## config.mk

```make
export PLATFORM = sky130hd
export DESIGN_NAME = vram_arbiter
export DESIGN_NICKNAME = d
export VERILOG_FILES = /design/src/rtl/vga_pkg.sv /design/src/rtl/vram_addr_gen.sv /design/src/rtl/vram_arbiter.sv
export SDC_FILE = /design/constraint.sdc
export NUM_CORES = 1
export LEC_CHECK = 0
export ABC_AREA = 1
export BUFFER_PORTS_ARGS = -buffer_cell sky130_fd_sc_hd__buf_2
export CAP_MARGIN = 20
export CORE_AREA = 2 2 101 123
export CTS_CLUSTER_DIAMETER = 30
export DETAILED_ROUTE_END_ITERATION = 8
export DIE_AREA = 0 0 103 125
export PLACE_DENSITY = 0.77
export RECOVER_POWER = 50
export SLEW_MARGIN = 20
export SYNTH_ARGS = -nofsm -noshare
export SYNTH_HDL_FRONTEND = slang
export SYNTH_SLANG_ARGS = --single-unit
```

## constraint.sdc

```tcl
create_clock -name px_clk -period 1.5 [get_ports px_clk]
set_input_delay 0.15 -clock px_clk [delete_from_list [all_inputs] [get_ports px_clk]]
set_output_delay 0.15 -clock px_clk [all_outputs]
set_load 0.01 [all_outputs]
```

## src/rtl/vga_pkg.sv

```systemverilog
`default_nettype none
// ============================================================================
//  Module      : vga_pkg
//  Description : Shared definitions for the VGA frame-buffer arbiter:
//                default geometry/pixel/address widths and the arbiter FSM
//                state encoding.
//  Revision    : 1.0 - initial release
// ============================================================================
package vga_pkg;

    localparam int VGA_H_DATA = 640;   // visible pixels per line
    localparam int VGA_V_DATA = 480;   // visible lines per frame
    localparam int VGA_PIX_W  = 12;    // 4:4:4 RGB
    localparam int VGA_ADDR_W = 19;    // covers VGA_H_DATA * VGA_V_DATA

    typedef enum logic [0:0] {
        ST_IDLE  = 1'b0,
        ST_CLEAR = 1'b1
    } vga_state_e;

endpackage : vga_pkg
`default_nettype wire

```

## src/rtl/vram_addr_gen.sv

```systemverilog
`default_nettype none
// ============================================================================
//  Module      : vram_addr_gen
//  Description : Converts a pixel coordinate into a linear frame-buffer
//                address (y*H_DATA + x, truncated to ADDR_W) and flags
//                whether the coordinate lies inside the visible area.
//  Ports       : x_i, y_i     - 11-bit pixel coordinate
//                addr_o       - linear RAM address
//                in_range_o   - 1 when x_i < H_DATA and y_i < V_DATA
//  Revision    : 1.0 - initial release
// ============================================================================
module vram_addr_gen #(
    parameter int H_DATA = 640,
    parameter int V_DATA = 480,
    parameter int ADDR_W = 19
) (
    input  logic [10:0]       x_i,
    input  logic [10:0]       y_i,
    output logic [ADDR_W-1:0] addr_o,
    output logic              in_range_o
);

    localparam logic [31:0] H_LIM = H_DATA;
    localparam logic [31:0] V_LIM = V_DATA;

    assign addr_o     = ADDR_W'((32'(y_i) * H_LIM) + 32'(x_i));
    assign in_range_o = (32'(x_i) < H_LIM) && (32'(y_i) < V_LIM);

endmodule : vram_addr_gen
`default_nettype wire

```

## src/rtl/vram_arbiter.sv

```systemverilog
`default_nettype none
// ============================================================================
//  Module      : vram_arbiter
//  Description : Single-port frame-buffer arbiter. Display reads have
//                absolute priority; draw writes are accepted when the
//                arbiter is idle and the display is not reading; a clear
//                engine fills the whole frame with one colour, stalling
//                whenever the display reads. All RAM controls are registered.
//  Ports       : px_clk, rst_n                 - clock, async active-low reset
//                disp_req_i/disp_h_i/disp_v_i  - display fetch request
//                disp_data_o                   - fetched pixel (latency 3)
//                wr_valid_i/wr_ready_o/wr_x_i/wr_y_i/wr_data_i - draw port
//                oob_drop_o                    - discarded out-of-range write
//                clr_start_i/clr_color_i/clr_busy_o/clr_done_o - clear engine
//                mem_en_o/mem_we_o/mem_addr_o/mem_wdata_o/mem_rdata_i - RAM
//  Revision    : 1.0 - initial release
// ============================================================================
module vram_arbiter
    import vga_pkg::*;
#(
    parameter int H_DATA = VGA_H_DATA,
    parameter int V_DATA = VGA_V_DATA,
    parameter int PIX_W  = VGA_PIX_W,
    parameter int ADDR_W = VGA_ADDR_W
) (
    input  logic              px_clk,
    input  logic              rst_n,
    input  logic              disp_req_i,
    input  logic [10:0]       disp_h_i,
    input  logic [10:0]       disp_v_i,
    output logic [PIX_W-1:0]  disp_data_o,
    input  logic              wr_valid_i,
    output logic              wr_ready_o,
    input  logic [10:0]       wr_x_i,
    input  logic [10:0]       wr_y_i,
    input  logic [PIX_W-1:0]  wr_data_i,
    output logic              oob_drop_o,
    input  logic              clr_start_i,
    input  logic [PIX_W-1:0]  clr_color_i,
    output logic              clr_busy_o,
    output logic              clr_done_o,
    output logic              mem_en_o,
    output logic              mem_we_o,
    output logic [ADDR_W-1:0] mem_addr_o,
    output logic [PIX_W-1:0]  mem_wdata_o,
    input  logic [PIX_W-1:0]  mem_rdata_i
);

    localparam logic [ADDR_W-1:0] LAST_ADDR = ADDR_W'(H_DATA * V_DATA - 1);

    vga_state_e        state_q, state_d;
    logic [ADDR_W-1:0] clr_cnt_q, clr_cnt_d;
    logic [PIX_W-1:0]  clr_color_q, clr_color_d;
    logic              mem_en_q, mem_en_d;
    logic              mem_we_q, mem_we_d;
    logic [ADDR_W-1:0] mem_addr_q, mem_addr_d;
    logic [PIX_W-1:0]  mem_wdata_q, mem_wdata_d;
    logic              oob_q, oob_d;
    logic              done_q, done_d;

    // Display return pipeline: stage 1 aligns with the RAM access cycle,
    // stage 2 with the cycle the RAM presents its read data.
    logic              rd_v1_q, rd_ok1_q, rd_v2_q, rd_ok2_q;
    logic [PIX_W-1:0]  disp_data_q;

    logic [ADDR_W-1:0] disp_addr, wr_addr;
    logic              disp_in_range, wr_in_range;
    logic              wr_accept;

    vram_addr_gen #(.H_DATA(H_DATA), .V_DATA(V_DATA), .ADDR_W(ADDR_W)) u_disp_addr (
        .x_i        (disp_h_i),
        .y_i        (disp_v_i),
        .addr_o     (disp_addr),
        .in_range_o (disp_in_range)
    );

    vram_addr_gen #(.H_DATA(H_DATA), .V_DATA(V_DATA), .ADDR_W(ADDR_W)) u_draw_addr (
        .x_i        (wr_x_i),
        .y_i        (wr_y_i),
        .addr_o     (wr_addr),
        .in_range_o (wr_in_range)
    );

    assign wr_ready_o = (state_q == ST_IDLE) && !disp_req_i && !clr_start_i;
    assign wr_accept  = wr_valid_i && wr_ready_o;

    always_comb begin
        state_d     = state_q;
        clr_cnt_d   = clr_cnt_q;
        clr_color_d = clr_color_q;
        mem_en_d    = 1'b0;
        mem_we_d    = 1'b0;
        mem_addr_d  = mem_addr_q;
        mem_wdata_d = mem_wdata_q;
        oob_d       = 1'b0;
        done_d      = 1'b0;

        // A clear may be armed even while the display is reading; arming
        // itself touches no RAM.
        if ((state_q == ST_IDLE) && clr_start_i) begin
            state_d     = ST_CLEAR;
            clr_cnt_d   = '0;
            clr_color_d = clr_color_i;
        end

        if (disp_req_i) begin
            if (disp_in_range) begin
                mem_en_d   = 1'b1;
                mem_addr_d = disp_addr;
            end
        end else if (wr_accept) begin
            if (wr_in_range) begin
                mem_en_d    = 1'b1;
                mem_we_d    = 1'b1;
                mem_addr_d  = wr_addr;
                mem_wdata_d = wr_data_i;
            end else begin
                oob_d = 1'b1;
            end
        end else if (state_q == ST_CLEAR) begin
            mem_en_d    = 1'b1;
            mem_we_d    = 1'b1;
            mem_addr_d  = clr_cnt_q;
            mem_wdata_d = clr_color_q;
            if (clr_cnt_q == LAST_ADDR) begin
                // Registered, so the pulse coincides with the final write.
                state_d = ST_IDLE;
                done_d  = 1'b1;
            end else begin
                clr_cnt_d = clr_cnt_q + 1'b1;
            end
        end
    end

    always_ff @(posedge px_clk or negedge rst_n) begin
        if (!rst_n) begin
            state_q     <= ST_IDLE;
            clr_cnt_q   <= '0;
            clr_color_q <= '0;
            mem_en_q    <= 1'b0;
            mem_we_q    <= 1'b0;
            mem_addr_q  <= '0;
            mem_wdata_q <= '0;
            oob_q       <= 1'b0;
            done_q      <= 1'b0;
            rd_v1_q     <= 1'b0;
            rd_ok1_q    <= 1'b0;
            rd_v2_q     <= 1'b0;
            rd_ok2_q    <= 1'b0;
            disp_data_q <= '0;
        end else begin
            state_q     <= state_d;
            clr_cnt_q   <= clr_cnt_d;
            clr_color_q <= clr_color_d;
            mem_en_q    <= mem_en_d;
            mem_we_q    <= mem_we_d;
            mem_addr_q  <= mem_addr_d;
            mem_wdata_q <= mem_wdata_d;
            oob_q       <= oob_d;
            done_q      <= done_d;
            rd_v1_q     <= disp_req_i;
            rd_ok1_q    <= disp_req_i && disp_in_range;
            rd_v2_q     <= rd_v1_q;
            rd_ok2_q    <= rd_ok1_q;
            // Out-of-range fetches never reached RAM and return black.
            if (rd_v2_q) begin
                disp_data_q <= rd_ok2_q ? mem_rdata_i : '0;
            end
        end
    end

    assign disp_data_o = disp_data_q;
    assign oob_drop_o  = oob_q;
    assign clr_busy_o  = (state_q == ST_CLEAR);
    assign clr_done_o  = done_q;
    assign mem_en_o    = mem_en_q;
    assign mem_we_o    = mem_we_q;
    assign mem_addr_o  = mem_addr_q;
    assign mem_wdata_o = mem_wdata_q;

endmodule : vram_arbiter
`default_nettype wire

```

==> results.yml <==
hold_path:
  hold_class: "primary input to register"
routing:
  num_vias: 6519
  viasPerCell: 5.365
  drt_iter0_drc: 440
  wl_per_cell_um: 15.02
  wirelength_mm: 18.26
  drt_pre_antenna_iters: 5
  postRouteAntennaNets: 0
  route.detailed.drc: 0
global_routing:
  first_global_vias: 6041
  grt_pass1_wl_mm: 27.44
  grt_usage_pct: 26.44
  grt_max_degree: 45
  antenna_found_initial: 0
  overflow: 0
critical_path:
  crit_arrival_ps: 2310
  r2r_start: "clr_cnt_q[1]"
  cp_top_family: "adder cells"
  critPathLaunch: "disp_v_i[1]"
  critPathMaxStageDelay_ps: 580
  reg2regPathDepth: 10
  endpoint_kind: "register"
  cp.depth: 15
  cpMostUsedCell: "buf_4"
  crit_buf_inv: 6
  reg2reg_to: "clr_cnt_q[18]"
  startpoint_type: "primary input"
  crit_slowest_cell: "fa_2"
  crit_type: "primary input to register"
  crit_end: "mem_addr_o[12]"
  crit_required_ps: 1760
  r2r_slack_ps: -300
  cp_max_fo: 4
  cp_cell_sequence: "buf_8, ha_4, ha_4, fa_2, buf_6, nand2_1, nand2_1, nor2_2, buf_4, buf_4, buf_4, buf_4, nand2_1, nand3_1, a31oi_1"
logic_synthesis:
  synth_edf_count: 0
  synth_area_mm2: 0.005704
  syn_inst: 780
  synth_fp_nets: 912
  synth_area_leader_cell: "dfrtp_1"
  async_reset_ff_share_pct: 100.0
  synth_top_area_share_pct: 36.41
  ys_ff_latch: 83
  synth.area.top_cells: "dfrtp_1, nand2_1, ha_1"
  ys_types: 41
  synth-seq-area-share_pct: 36.41
  avgSynthCellArea_um2: 7.313
  synth_flop_cell: "dfrtp_1"
  ys_warn_count: 0
finish:
  area_growth_pct: 51.83
  drive_gt1_share_pct: 39.28
  fill_cells: 877
  final_common_cell: "nand2_1"
  final_nets: 1181
  final_cell_mix: "nand2_1, buf_2, buf_4"
  diodes: 0
floorplan:
  initial_core_util_pct: 48.42
  ioPinCount: 134
  core-area_mm2: 0.01178
  dieArea_mm2: 0.01288
  die_y_um: 125
  rows: 44
  die_w_um: 103
timing:
  finalCritPeriodShare_pct: 136.5
  timing.hold.ws_ps: 6.310
  layout_setup_ws_ps: -547.9
  period_needed_ps: 2048
  worstMarginPinSlew_ps: 599.0
  setup_violations: 50
  fmax_ghz: 0.4883
  relSlewSlack_pct: 60.07
  slew_violations: 0
  skew_ps: 7.617
  rsz0062_at_grt: "yes"
  hold_violations: 0
clocking:
  root_buffer: "clkbuf_16"
  clkSinkCount: 83
  ctsLongestPathBuffers: 2
  clkSlewWorstSetupHoldPaths_ps: 70
  htreeDepth: 3
  clock_latency_ps: 340
  tritoncts: "done"
  cts_buffers: 9
status:
  failed_checks: "setup timing"
  outcome: "finished, violations left"
power_and_ir_drop:
  ir_drop_mv: 0.6219
  p_leak_uw: 0.004423
  powerDensity_mw_per_mm2: 884.7
placed_design:
  dp_slack_ps: -945.8
  hpwl_mm: 12.35
  io_buffers: 133
  gp_congestion: 0.9000
run:
  maxCapViolCount: 0
==> power breakdown <==
group | leakage [µW] | switching (µW) | internal, µW
Sequential | 0.00106 | 193 | 2480
Combinational | 0.00323 | 1460 | 1320
Clock | 0.000140 | 1030 | 1180
Total | 0.00442 | 2680 | 4980
==> synthesized netlist by cell type, types with 3 or more instances <==
master / number
nand2_1: 215
inv_1: 99
dfrtp_1: 83
o21ai_0: 64
nand3_1: 63
nor2_1: 50
ha_1: 43
a21oi_1: 32
a31oi_1: 16
nand4_1: 11
clkbuf_1: 10
o211ai_1: 10
xor2_1: 9
buf_2: 8
nor3_1: 8
inv_2: 7
nor2_2: 7
nand3b_1: 6
fa_1: 4
o21ai_1: 4
xnor2_1: 4
buf_4: 3
==> per-layer routing <==
layer	share of wire [%]	vias up	global-route usage (%)	routed length [µm]
met1	39	3017	33.19	7108
li1	-	3109	-	-
met3	6.5	73	4.080	1187
met4	4.3	0	10.68	780
met5	0	-	0	0
met2	50	320	44.88	9179
==> registers in the layout (all words and copies together), names as in the netlist <==
signal       count
clr_busy_o       1
clr_cnt_q       19
clr_color_q     12
clr_done_o       1
disp_data_o     12
mem_addr_o      19
mem_en_o         1
mem_wdata_o     12
mem_we_o         1
oob_drop_o       1
rd_ok1_q         1
rd_ok2_q         1
rd_v1_q          1
rd_v2_q          1
==> metrics by stage <==
step / cell area (µm²) / util [%] / setup TNS [ps] / cells / power (µW)
4_1_cts: 8205 / 69.65 / -5047 / 1198 / 7387
3_5_place_dp: 7461 / 63.33 / -12380 / 1160 / 4987
6_report: 8661 / 73.51 / -8172 / 1215 / 7662
5_1_grt: 8661 / 73.51 / -11220 / 1215 / 8083
2_1_floorplan: 5861 / - / -4005 / 780 / 3966
3_3_place_gp: 7461 / 63.33 / -10750 / 1160 / 4923
==> logic make-up after synthesis <==
family	synth area share, %
AOI/OAI and AO/OA	13.45
xor gates and xnor gates	1.996
adders and majority gates	10.84
buffers and inverters	8.993
DFF	36.41
and+or+nand+nor	28.32
==> what timing repair did <==
item                                   in CTS  in global routing
hold buffers                                7                  0
resized for setup                          65                 94
gates cloned                                2                  2
setup buffers                              14                 18
setup endpoints to repair                  50                 52
pin swaps                                  39                 37
endpoints found under the hold margin      24                  0
==> tightest hold or removal path, stage by stage <==
cell	delay, ps
buf_2	80
nand2_1	40
nand2_1	40
==> worst min-delay path by stage <==
stage | endpoint | cells past startpoint | start | slack, ps
global route | clr_color_q[5] | 3 | clr_color_i[5] | 9
detailed placement | mem_wdata_o[4] | 1 | rst_n | 50
CTS | clr_color_q[0] | 3 | clr_color_i[0] | 0.7
floorplan | clr_busy_o | 0 | rst_n | -150
finish | clr_color_q[3] | 3 | clr_color_i[3] | 6
global placement | mem_wdata_o[4] | 1 | rst_n | 50
==> cell type report <==
type	instances	area, µm²	area share (%)
Timing Repair inverter	1	7.507	0.08668
Tap cell	161	201.4	2.326
Multi-Input combinational cell	568	3680	42.49
Clock buffer	9	225.2	2.600
Inverter	106	432.9	4.999
Timing Repair Buffer	280	1967	22.71
Sequential cell	83	2078	24.00
Clock inverter	7	68.82	0.7946
(Power assumes the default switching activity.)
